## src/rtl/hazard_unit.sv

```systemverilog
// Pipeline hazard controller: tracks EX/MEM destination shadows and steers bubbles, stalls and flushes.
// Optional build macro: HAZARD_FORWARD_EN (forwarding present, load-use stalls only).
module hazard_unit (
  input  logic       clk,
  input  logic       rst_n,
  input  logic       id_valid,
  input  logic [4:0] id_rs,
  input  logic [4:0] id_rt,
  input  logic [4:0] id_rd,
  input  logic       id_uses_rt,
  input  logic       id_regdst,
  input  logic       id_regwrite,
  input  logic       id_memread,
  input  logic       id_jump,
  input  logic       ex_branch_taken,
  output logic       controlmux,
  output logic       pc_write,
  output logic       if_id_write,
  output logic       if_id_flush
);

  typedef struct packed {
    logic       v;
    logic [4:0] dst;
    logic       ld;
  } slot_t;

  slot_t      ex_s_q, ex_s_d;
  slot_t      mem_s_q, mem_s_d;
  logic       ex_match;
  logic       mem_match;
  logic       data_stall;
  logic       issue;
  logic [4:0] id_dst;

  always_comb begin
    ex_match  = ex_s_q.v  && ((ex_s_q.dst  == id_rs) || (id_uses_rt && (ex_s_q.dst  == id_rt)));
    mem_match = mem_s_q.v && ((mem_s_q.dst == id_rs) || (id_uses_rt && (mem_s_q.dst == id_rt)));
`ifdef HAZARD_FORWARD_EN
    data_stall = ex_match && ex_s_q.ld;
`else
    data_stall = ex_match || mem_match;
`endif
  end

  // Outputs are held low while reset is asserted, independent of the clock.
  always_comb begin
    controlmux  = 1'b1;
    pc_write    = 1'b1;
    if_id_write = 1'b1;
    if_id_flush = 1'b0;
    if (!rst_n) begin
      controlmux  = 1'b0;
      pc_write    = 1'b0;
      if_id_write = 1'b0;
    end else if (ex_branch_taken) begin
      controlmux  = 1'b0;
      if_id_flush = 1'b1;
    end else if (data_stall && id_valid) begin
      controlmux  = 1'b0;
      pc_write    = 1'b0;
      if_id_write = 1'b0;
    end else if (id_jump && id_valid) begin
      if_id_flush = 1'b1;
    end
  end

  always_comb begin
    id_dst  = id_regdst ? id_rd : id_rt;
    issue   = id_valid && controlmux;
    ex_s_d  = '0;
    if (issue) begin
      ex_s_d.v   = id_regwrite && (id_dst != 5'd0);
      ex_s_d.dst = id_dst;
      ex_s_d.ld  = id_memread;
    end
    mem_s_d = ex_s_q;
  end

  always_ff @(posedge clk or negedge rst_n) begin
    if (!rst_n) begin
      ex_s_q  <= '0;
      mem_s_q <= '0;
    end else begin
      ex_s_q  <= ex_s_d;
      mem_s_q <= mem_s_d;
    end
  end

endmodule

```

## config.mk

```make
export PLATFORM = sky130hd
export DESIGN_NAME = hazard_unit
export DESIGN_NICKNAME = d
export VERILOG_FILES = /design/src/rtl/hazard_unit.sv
export SDC_FILE = /design/constraint.sdc
export NUM_CORES = 1
export LEC_CHECK = 0
export CAP_MARGIN = 20
export CORE_MARGIN = 1
export CORE_UTILIZATION = 38
export DETAILED_ROUTE_END_ITERATION = 10
export PLACE_DENSITY = 0.8
export SETUP_SLACK_MARGIN = 0.1
export SLEW_MARGIN = 20
export SYNTH_ARGS = -nofsm -noshare
export SYNTH_HDL_FRONTEND = slang
export SYNTH_SLANG_ARGS = --single-unit
```

## constraint.sdc

```tcl
create_clock -name clk -period 1.7 [get_ports clk]
set_clock_uncertainty 0.05 [all_clocks]
set_input_delay 0.255 -clock clk [delete_from_list [all_inputs] [get_ports clk]]
set_output_delay 0.255 -clock clk [all_outputs]
set_load 0.01 [all_outputs]
```

==> metrics.md <==
| Metric | Value |
|---|---|
| Avg Inst Size Synth | 10.6 um2 |
| Worst setup EP type | primary output |
| Power per standard cell area | 564 nW/um2 |
| Least-Margin Pin Slew | 0.335 ns |
| Mapped Nets | 91 |
| Post-DP Area | 1070 um2 |
| Hold Path Stages | 0 |
| Slowest-stage cell, CP | dfrtp_1 |
| Root Driver | clkbuf_4 |
| Pin count of the biggest net entering global routing | 14 |
| Yosys warns | 0 |
| Type of the worst setup path | reg2out |
| ANT cells | 0 |
| ANT nets after route | 0 |
| Final Hold Vio Count | 0 |
| Die height | roughly 45 um |
| Max IR drop VDD | approximately 360 uV |
| Routability congestion estimate | 0.811 |
| Setup TNS | -1.29 ns |
| CTS buffer count | 3 |
| Violations in the final reports | setup timing |
| Outcome | finished, violations left |
| Count of state elements after synthesis | 12 |
| Drt drc | 0 |
| Crit path max fanout | 4 |
| Initial antenna violation count | 0 |
| Final period util | 119% |
| Grt total ovfl | 0 |
| TritonCTS clock tree | done |
| Worst hold path type | reg2reg |
| Reg clk slew, reported paths | 0.07 ns |
| Max-cap violations | 0 |
| # fillers | 142 |
| Global-route wire length before repair | 2.56 mm |
| Data required, critical path | between 1 and 1.5 ns |
| Bufs and invs on worst path | 1 |
| Die Wd | 45.2 um |
| GRT Resource Usage Total | 18.2% |
| Drt total wl | ~1.6 mm |
| Leakage power | 0.523 nW |
| Arrival @ worst endpoint | 1.72 ns |
| Vias in the first global route | around 630 |
| Crit path time final | 2.03 ns |
| IO Count | 28 |
| Critical path's top delay family | simple AND/OR/NAND/NOR gates |
| Largest cells by area after synthesis | dfrtp_1 (42%), xor2_1 (20%), mux2i_1 (7.0%) |
| Synth Instances | 67 |
| Final nets | 129 |
| Net Sw Frac | 25.6% |
| Share of cells above drive strength 1 | 21.4% |
| Int Power | 0.462 mW |
| Highest clock rate | 493 MHz |
| Crit. path cell count | 6 |
| Core Area | 1750 um2 |
| Area grow syn2layout | 54.9% |
| Clock power share | 26.8% |
| Full die area | 2050 um2 |
| Routed WL per cell | 12.7 um |
| Slowest cell delay on critical path | 0.40 ns |
| Sequential fraction of the synthesis area | 42.3% |
| Post-detail-place hpwl | 1.29 mm |
| Max-slew violation count | 0 |
| Slack of the critical path | -0.329 ns |
| Synth unique cells | 18 |
| Clk buf depth | 2 |
| Htree depth | 1 |
| CTS Sinks | 12 |
| Worst slew margin | between 70% and 80% |
| Unrepaired setup endpoints after global routing | true |
| Startpoint Class | flip-flop |
| Via count | ~630 |
| Power share of the combinational group | between 20% and 30% |
| Flop pwr share | 48.4% |
| Crit path cell chain | xor2_1 -> nor4_2 -> nand4_1 -> nand4_4 -> a31oi_4 -> buf_6 |
| Row cnt | 15 |
| Worst R2R Path Depth | 6 |
| Finish-stage setup viols | 4 |
| Yosys top cell area share | 42.3% |
| Psw | 0.159 mW |
| 1st-pass router iterations | 4 |
| Yosys top cell by area | dfrtp_1 |
| Synth Cell Area | about 700 um2 |
| Avg Vias per Cell | around 4.9 |
| Worst skew pair latency | 0.26 ns |
| Post-route cell area | roughly 1100 um2 |
| Initial core utilization | 40.7% |
| Input/output buffers | 26 |
| 1st-iter DRT viols | 5 |
## power groups by stage
| stage | clock network, mW | logic, mW | registers (mW) |
|---|---|---|---|
| 2_1_floorplan | 0 | 0.0581 | 0.305 |
| 3_3_place_gp | 0 | 0.156 | 0.306 |
| 3_5_place_dp | 0 | 0.158 | 0.306 |
| 4_1_cts | 0.171 | 0.151 | 0.301 |
| 5_1_grt | 0.185 | 0.169 | 0.301 |
| 6_report | 0.166 | 0.155 | 0.301 |
## per-layer routing
| layer | track usage (%) | routed length (um) | vias to the layer above |
|---|---|---|---|
| met2 | 28.1 | 771 | 26 |
| met1 | 22.4 | 742 | 289 |
| met5 | 0 | 0 | - |
| met3 | 4.00 | 80 | 2 |
| met4 | 12.7 | 27 | 0 |
| li1 | - | - | 315 |
## cell usage after synthesis, drive strengths merged
cell / n
nand3: 5
nand2: 1
inv: 2
xnor2: 4
nor2: 1
nor3: 6
o22ai: 1
dfrtp: 12
nor4: 6
xor2: 16
buf: 1
clkbuf: 1
a211oi: 1
nand3b: 1
a31oi: 1
mux2i: 5
nand4: 3
## worst reg2reg max path, stage by stage (launching register included)
cell and delay, ns:
dfrtp_1 0.40, xor2_1 0.17, nor4_2 0.28, nand4_1 0.19, nand4_4 0.18, buf_4 0.16, nor3_1 0.06
## sequential cells by signal, summed over array words and instances (netlist names)
name     count
ex_s_q       6
mem_s_q      6
## placed cells by master, fill, tap and decap left out, drive strengths merged, types with 4 or more instances in the layout
cell / Yosys / final
dlygate4sd2: 0 / 7
nor4: 6 / 6
buf: 1 / 13
nor3: 6 / 6
dfrtp: 12 / 12
xor2: 16 / 16
xnor2: 4 / 4
clkdlybuf4s50: 0 / 14
nand3: 5 / 5
mux2i: 5 / 5
## final timing paths
check,startpoint,to,slack (ns)
max,mem_s_q[1],pc_write,-0.33
min reg2reg,ex_s_q[6],mem_s_q[6],0.36
max reg2reg,mem_s_q[1],ex_s_q[5],0.08
max in group asynchronous,rst_n,ex_s_q[3],1.07
min in group asynchronous,rst_n,ex_s_q[4],0.37
min,ex_s_q[6],mem_s_q[6],0.36
## per-stage QoR
step | instances | hold WS (ns) | total power [mW] | setup slack (ns) | utilization (%)
6_report | 128 | 0.363 | 0.621 | -0.329 | 63.1
3_5_place_dp | 125 | 0.348 | 0.464 | -0.791 | 61.5
4_1_cts | 128 | 0.363 | 0.622 | -0.339 | 61.9
3_3_place_gp | 125 | 0.343 | 0.462 | -0.739 | 61.5
2_1_floorplan | 67 | -0.0906 | 0.363 | 0.0250 | -
5_1_grt | 128 | 0.385 | 0.656 | -0.425 | 63.1
## cells by family after synthesis
| family | Yosys count | synth area share [%] |
|---|---|---|
| AND/OR/NAND/NOR | 23 | 19.9 |
| XOR/XNOR | 20 | 24.6 |
| flip-flops | 12 | 42.3 |
| multiplexers | 5 | 7.04 |
| buffers and inverters | 4 | 2.64 |
| AO/OA/AOI/OAI | 3 | 3.52 |
## final cells by class
cell class	count	area, um2	area share (%)
Inverter	2	7.51	0.682
Tap cell	25	31.3	2.84
Clock buffer	3	22.5	2.05
Timing Repair Buffer	35	314	28.5
Multi-Input combinational cell	51	425	38.6
Sequential cell	12	300	27.3
## repair_timing
item | CTS | global route
endpoints found under the setup margin | 10 | 10
hold buffers | 0 | 0
cloned | 0 | 0
buffers inserted | 0 | 1
pin swaps | 13 | 5
gates resized for setup | 25 | 4
Note: power is estimated with default switching activity, not from simulation.
